`config.mk`:
```
export PLATFORM = sky130hd
export DESIGN_NAME = pass_guard
export DESIGN_NICKNAME = d
export VERILOG_FILES = /design/src/rtl/pass_guard.sv
export SDC_FILE = /design/constraint.sdc
export NUM_CORES = 1
export LEC_CHECK = 0
export ABC_AREA = 1
export CORE_UTILIZATION = 31
export CTS_CLUSTER_SIZE = 14
export DETAILED_ROUTE_END_ITERATION = 7
export DONT_BUFFER_PORTS = 1
export HOLD_SLACK_MARGIN = 0.08
export SYNTH_ARGS = -nofsm -noshare
export SYNTH_HDL_FRONTEND = slang
export SYNTH_SLANG_ARGS = --single-unit
```
`constraint.sdc`:
```
create_clock -name clk -period 1.82 [get_ports clk]
set_clock_uncertainty 0.1 [all_clocks]
set_input_delay 0.182 -clock clk [delete_from_list [all_inputs] [get_ports clk]]
set_output_delay 0.182 -clock clk [all_outputs]
set_load 0.01 [all_outputs]
```
`src/rtl/pass_guard.sv`:
```
// pass_guard -- password-result handler for the door lock.
//
// Consumes the comparator's `right` / `error` levels, turns their rising
// edges into single events, and runs a three-state controller:
//   IDLE    : counts consecutive wrong attempts
//   OPEN    : door unlocked for UNLOCK_CYCLES after the latest correct entry
//   LOCKOUT : attempts ignored for LOCK_CYCLES << level, buzzer at the start
//
// Ports
//   clk      in  : system clock, rising edge
//   rst      in  : synchronous, active-high reset
//   right    in  : comparator "password correct" level
//   error    in  : comparator "password wrong" level
//   unlock   out : door open (registered)
//   lock     out : lockout active (registered)
//   beef     out : buzzer, first min(BEEP_CYCLES, lockout length) cycles of a lockout
//   fail_cnt out : consecutive wrong attempts so far
//   level    out : escalation level, selects the lockout length
//
// Input event semantics: an event is a 0->1 transition of `right` or `error`
// seen between two consecutive clock edges. A level held high is one event.
// If both rise together, the event is an error. The FSM state register is
// named `state` so checkers can bind to it directly.

module pass_guard #(
    parameter int MAX_TRIES     = 3,
    parameter int UNLOCK_CYCLES = 500,
    parameter int LOCK_CYCLES   = 1000,
    parameter int BEEP_CYCLES   = 200,
    parameter int ESCALATE      = 1,
    parameter int MAX_SHIFT     = 3
) (
    input  logic                             clk,
    input  logic                             rst,
    input  logic                             right,
    input  logic                             error,
    output logic                             unlock,
    output logic                             lock,
    output logic                             beef,
    output logic [$clog2(MAX_TRIES+1)-1:0]   fail_cnt,
    output logic [$clog2(MAX_SHIFT+1)-1:0]   level
);

    localparam int FW       = $clog2(MAX_TRIES + 1);
    localparam int LW       = $clog2(MAX_SHIFT + 1);
    localparam int LOCK_MAX = LOCK_CYCLES << MAX_SHIFT;
    localparam int SPAN     = (LOCK_MAX > UNLOCK_CYCLES) ? LOCK_MAX : UNLOCK_CYCLES;
    localparam int TW       = $clog2(SPAN + 1);
    // Beep counter only has to hold BEEP_CYCLES-1.
    localparam int BW       = (BEEP_CYCLES > 1) ? $clog2(BEEP_CYCLES) : 1;

    localparam logic [1:0] S_IDLE    = 2'd0;
    localparam logic [1:0] S_OPEN    = 2'd1;
    localparam logic [1:0] S_LOCKOUT = 2'd2;

    localparam logic [TW-1:0] UNLOCK_LOAD = TW'(UNLOCK_CYCLES - 1);
    localparam logic [TW-1:0] LOCK_BASE   = TW'(LOCK_CYCLES);
    localparam logic [FW-1:0] FAIL_LAST   = FW'(MAX_TRIES - 1);
    localparam logic [LW-1:0] LEVEL_TOP   = LW'(MAX_SHIFT);
    localparam logic [BW-1:0] BEEP_LOAD   = BW'(BEEP_CYCLES - 1);

    logic [1:0]    state;
    logic [1:0]    state_n;
    logic [TW-1:0] timer;
    logic [TW-1:0] timer_n;
    logic [TW-1:0] lock_len;
    logic [FW-1:0] fail_n;
    logic [LW-1:0] level_n;
    logic [BW-1:0] beep_cnt;
    logic          right_q;
    logic          error_q;
    logic          err_ev;
    logic          rgt_ev;

    always_comb begin
        err_ev   = error & ~error_q;
        // A simultaneous rise of both inputs is classified as an error only.
        rgt_ev   = right & ~right_q & ~err_ev;
        lock_len = LOCK_BASE << level;

        state_n  = state;
        // Plain countdown that saturates at zero rather than wrapping.
        timer_n  = (timer != '0) ? timer - 1'b1 : '0;
        fail_n   = fail_cnt;
        level_n  = level;

        case (state)
            S_IDLE: begin
                if (rgt_ev) begin
                    fail_n  = '0;
                    level_n = '0;
                    state_n = S_OPEN;
                    timer_n = UNLOCK_LOAD;
                end else if (err_ev) begin
                    if (fail_cnt == FAIL_LAST) begin
                        fail_n  = '0;
                        state_n = S_LOCKOUT;
                        timer_n = lock_len - 1'b1;
                    end else begin
                        fail_n = fail_cnt + 1'b1;
                    end
                end
            end
            S_OPEN: begin
                // A fresh correct entry restarts the open window, even on
                // the edge that would otherwise have closed the door.
                if (rgt_ev) begin
                    timer_n = UNLOCK_LOAD;
                end else if (timer == '0) begin
                    state_n = S_IDLE;
                end
            end
            S_LOCKOUT: begin
                if (timer == '0) begin
                    state_n = S_IDLE;
                    if ((ESCALATE != 0) && (level < LEVEL_TOP)) begin
                        level_n = level + 1'b1;
                    end
                end
            end
            default: begin
                state_n = S_IDLE;
                timer_n = '0;
            end
        endcase
    end

    always_ff @(posedge clk) begin
        if (rst) begin
            state    <= S_IDLE;
            timer    <= '0;
            fail_cnt <= '0;
            level    <= '0;
            // Reset to 1 so a level held through reset release is not an event.
            right_q  <= 1'b1;
            error_q  <= 1'b1;
            unlock   <= 1'b0;
            lock     <= 1'b0;
            beef     <= 1'b0;
            beep_cnt <= '0;
        end else begin
            state    <= state_n;
            timer    <= timer_n;
            fail_cnt <= fail_n;
            level    <= level_n;
            right_q  <= right;
            error_q  <= error;
            unlock   <= (state_n == S_OPEN);
            lock     <= (state_n == S_LOCKOUT);

            // Buzzer: on at lockout entry, off after BEEP_CYCLES cycles or
            // when the lockout ends, whichever comes first.
            if ((state != S_LOCKOUT) && (state_n == S_LOCKOUT)) begin
                beef     <= 1'b1;
                beep_cnt <= BEEP_LOAD;
            end else if (state_n == S_LOCKOUT) begin
                if (beep_cnt == '0) begin
                    beef <= 1'b0;
                end else begin
                    beep_cnt <= beep_cnt - 1'b1;
                end
            end else begin
                beef <= 1'b0;
            end
        end
    end

endmodule
```
Word level (Yosys, flattened, before mapping)
Index checks and enable logic that the tools add are counted.
Word-level totals
  flip-flop bits (word level): 32
  input bits: 4
  output and inout bits: 7
  logic and storage cells: 74
Operators by class
  add/subtract/negate cells: 5
  order comparisons: 1
  eq/ne operators: 11
  shift-type cells: 1
  multiplexer cells: 25
  bitwise gates (word level): 7
  reductions and logical operators: 13
Operators with widths (count)
  13-bit two-way mux: 5
  13-bit one-hot mux with 3 select lines: 1
  13-bit by 1-bit subtractor with 13-bit output (second input constant): 2
  8-bit two-way mux: 3
  2-bit two-way mux: 11
  13-bit zero test: 1
  13-bit nonzero test: 1
  10-bit by 2-bit << shifter with 13-bit output (first input constant): 1
  2-bit != test (second input constant): 5
  8-bit zero test: 1
  8-bit by 1-bit subtractor with 8-bit output (second input constant): 1
  2-bit equality test (second input constant): 3
  2-bit one-hot mux with 3 select lines: 1
  2-bit AND reduction: 3
  2-bit nonzero test: 3
  2-bit by 1-bit adder with 2-bit output (second input constant): 2
  2-bit by 1-bit equality test with 1-bit output (second input constant): 2
  1-bit NOT: 4
  2-bit one-hot mux with 2 select lines: 1
  4-bit AND reduction: 1
  1-bit AND: 3
  1-bit two-way mux: 3
  3-bit by 1-bit != test with 1-bit output (second input constant): 1
  2-bit zero test: 1
  other kinds (3): 3

Logic depth before layout (Yosys ltp)
  word-level depth: 10
  gate-level depth with buffers: 10
  depth with buffers taken out: 10

Least setup slack after synthesis
Ideal clock, no wire load.
  kind: register to register
  start: register beep_cnt[0]
  end: register beep_cnt[7]
  library setup time: 128 ps
  data arrival time: 1208 ps
  path slack: 385 ps
  stages on the path, launching flop included: 11
  cells stage by stage: dfxtp_1 inv_1 ha_1 inv_1 nor2_1 nand3_2 clkinv_1 nand2_1 a21oi_1 nor2_1 nor2_1
On the way
  cells in the longest elaborated chain, start to end: 4
RTL lines
  start: declaration: line 69  | logic [BW-1:0] beep_cnt;
  start signal: assignment: line 160  | beep_cnt <= beep_cnt - 1'b1;
  8-bit by 1-bit subtractor with 8-bit output: line 160
  8-bit two-way mux: line 157  | if (beep_cnt == '0) begin
  8-bit two-way mux: line 156  | end else if (state_n == S_LOCKOUT) begin
  8-bit two-way mux: line 153  | if ((state != S_LOCKOUT) && (state_n == S_LOCKOUT)) begin
Several ways; a longest one is shown, not always the timed one. The select of a mux whose other input is x is not followed.
A chain may end at the register's enable or synchronous reset.

Worst setup path after layout
  start: register timer[0]
  end: register level[0]
On the way
  cells in the longest elaborated chain, start to end: 3
RTL lines
  start: declaration: line 64  | logic [TW-1:0] timer;
  start signal: assignment: line 143  | timer <= timer_n;
  13-bit zero test: line 114  | if (timer == '0) begin
  2-bit != test (no line)
  4-bit AND reduction (no line)
  end signal: assignment: line 145  | level <= level_n;
  end: declaration: line 41  | output logic [$clog2(MAX_SHIFT+1)-1:0] level
Every way passes these cells.

==> out/metrics.cfg <==
[setup_path]
end_kind=flop
crit_required_ps=1890
arrival_ps=1670
crit_path_start_kind=flop
critPathKind=flop to flop
path_max_fanout=9

[finish]
final_core_util_pct=35.55
area.growth.synth_to_final_pct=11.24
final_common_cell=nand2_1
final_cell_mix=64 x nand2_1, 37 x inv_1, 33 x a21oi_1, 32 x dfxtp_1, 31 x nor2_1
fin_nets=299
diodes=0
drive_above_1_share_pct=8.711
stdcell_count=362

[grt]
grt_max_degree=15
grt_pass1_wl_mm=7.155
grt_pass1_vias=1615
antenna_found_initial=0
grtUsageTotal_pct=14.47
grt-ovfl-total=0

[hold_path]
min_path_type=input port to flop

[power_and_ir_drop]
leakage_nw=1.001
power_frac_seq_pct=37.1
total_power_mw=2.632
comb_power_share_pct=41.8
p_clk_share_pct=21.1
power.internal_mw=1.549
power_density_nw_per_um2=1250
switching_share_pct=41.12
vdd_drop_max_mv=0.5123
p_sw_mw=1.082

[timing]
slew_violations=0
fin_tns_setup_ps=0
max_freq_mhz=625.7
min_period_over_period_pct=87.81
setup_viol=0
rsz0062_at_grt=false
whs_ps=180.7
maxSlewHeadroom_pct=68.20
hold_viol=0
fin_crit_ps=1598
tightest_slew_ps=477.0

[routing]
drt_iter0_markers=90
vias_per_cell=4.638
drc=0
drt-pass1-iter-count=4
num_vias=1679
routedWlPerCell_um=10.91
finalWirelength_mm=3.949
drt.antenna.violating_nets=0

[clocking]
tritoncts=built
cts-root-buf=clkbuf_8
numCtsBuffers=5
cts_sinks=32
clk_pin_slew_ps=60
clk_path_buf_depth=2
clock_latency_ps=290
h-tree-depth=2

[synthesis]
synth_xor_area_share_pct=4.167
synth-seq-area-share_pct=33.86
synthSimpleGateAreaFrac_pct=34.85
syn_area_per_cell_um2=6.830
syn_nets=290
ys_types=30
synth_top_cell_by_area=dfxtp_1
syn_inst=277
synth_top_family_by_area=simple AND/OR/NAND/NOR gates
synth_mux_area_share_pct=0
synth_top_cell_area_share_pct=33.86
synth-compound-area-share_pct=13.23
netlist_top_cells_area=dfxtp_1 34%, nand2_1 13%, a21oi_1 8.7%
syn_area_um2=1892
yosys.area_share.adder_pct=5.952
yosys_warnings=0
synth-seq-cells=32

[floorplan]
std_cell_rows=28
ioPinCount=11
initial_core_util_pct=31.95
fp.coreArea_um2=5921
die_w_um=80.12
die_area_um2=6419
die_height_um=80.12

[run]
drv_cap=0

[place]
routabilityCongestion=0.8197
io_buffers=0
dp_cells=351
post-dp-hpwl_mm=3.042

[status]
status=finished clean

-- logic make-up after synthesis --
group,Yosys count
simple gates,139
compound gates,48
buf+inv,40
flops,32
xor+xnor,9
fa+ha+maj,9
-- critical path, cell delays in order (launching register included) --
cell,delay (ps)
dfxtp_1,300
inv_1,110
ha_1,200
nand2_2,60
nor2_2,140
nand2_4,120
nand2_8,100
nand2_1,100
o21ai_0,190
a21oi_1,60
-- routing by layer --
metal	share of wire, %	up-vias	GRT usage, %
met3	4.2	7	4.205
met5	0	-	0
met1	49	742	18.23
met4	2.3	0	6.071
li1	-	902	-
met2	45	28	22.91
-- power groups by stage --
| stage | Combinational [mW] | Clock, mW | Sequential, mW |
|---|---|---|---|
| after floorplan | 0.895 | 0 | 0.958 |
| after global placement | 1.08 | 0 | 0.990 |
| after detailed placement | 1.08 | 0 | 0.991 |
| after CTS | 1.10 | 0.571 | 0.976 |
| after global routing | 1.28 | 0.604 | 1.00 |
| final | 1.10 | 0.555 | 0.977 |
-- final cells by class --
type	instances	area, um2
Sequential cell	32	640.6
Fill cell	640	3816
Timing Repair Buffer	3	32.53
Inverter	39	146.4
Clock buffer	8	90.09
Multi-Input combinational cell	205	1101
Tap cell	75	93.84
-- flip-flops by register name, indices dropped and copies added, names as in the netlist --
name / flops
level: 2
unlock: 1
error_q: 1
timer: 13
right_q: 1
fail_cnt: 2
beef: 1
beep_cnt: 8
state: 2
lock: 1
-- synth_stat cells --
master / n
nand2_1: 64
inv_1: 37
a21oi_1: 33
dfxtp_1: 32
nor2_1: 31
nand3_1: 18
ha_1: 9
o21ai_0: 9
xor2_1: 7
nand2_4: 4
nor2_2: 4
nor3_1: 4
nand4_1: 3
nand2_2: 2
nor2_4: 2
nor3_2: 2
or2_2: 2
xnor2_1: 2
a211oi_1: 1
a31oi_1: 1
clkbuf_1: 1
clkinv_1: 1
inv_2: 1
nand2_8: 1
nand3_2: 1
nor4_1: 1
o211ai_1: 1
o21ai_1: 1
o21bai_1: 1
o22ai_1: 1
-- stage by stage --
step | setup slack, ps | cell area, um2
finish | 221.9 | 2105
global route | 39.24 | 2105
CTS | 91.37 | 2102
detailed placement | 223.4 | 1982
global placement | 237.2 | 1982
floorplan | 384.8 | 1892
-- worst paths after layout --
kind,cells after the start,start,slack [ps],endpoint
worst min register to register,2,beep_cnt[1],390,beep_cnt[1]
worst min-delay path,4,error,180,fail_cnt[1]
worst max register to register,9,timer[0],220,level[0]
worst max-delay path,9,timer[0],220,level[0]
-- what timing repair did --
item / CTS / global route
gates resized for setup: 0 / 1
hold endpoints to repair: 16 / 0
setup buffers: 0 / 0
endpoints found under the setup margin: 0 / 7
hold buffers: 3 / 0
Power figures use the tool's default switching activity.
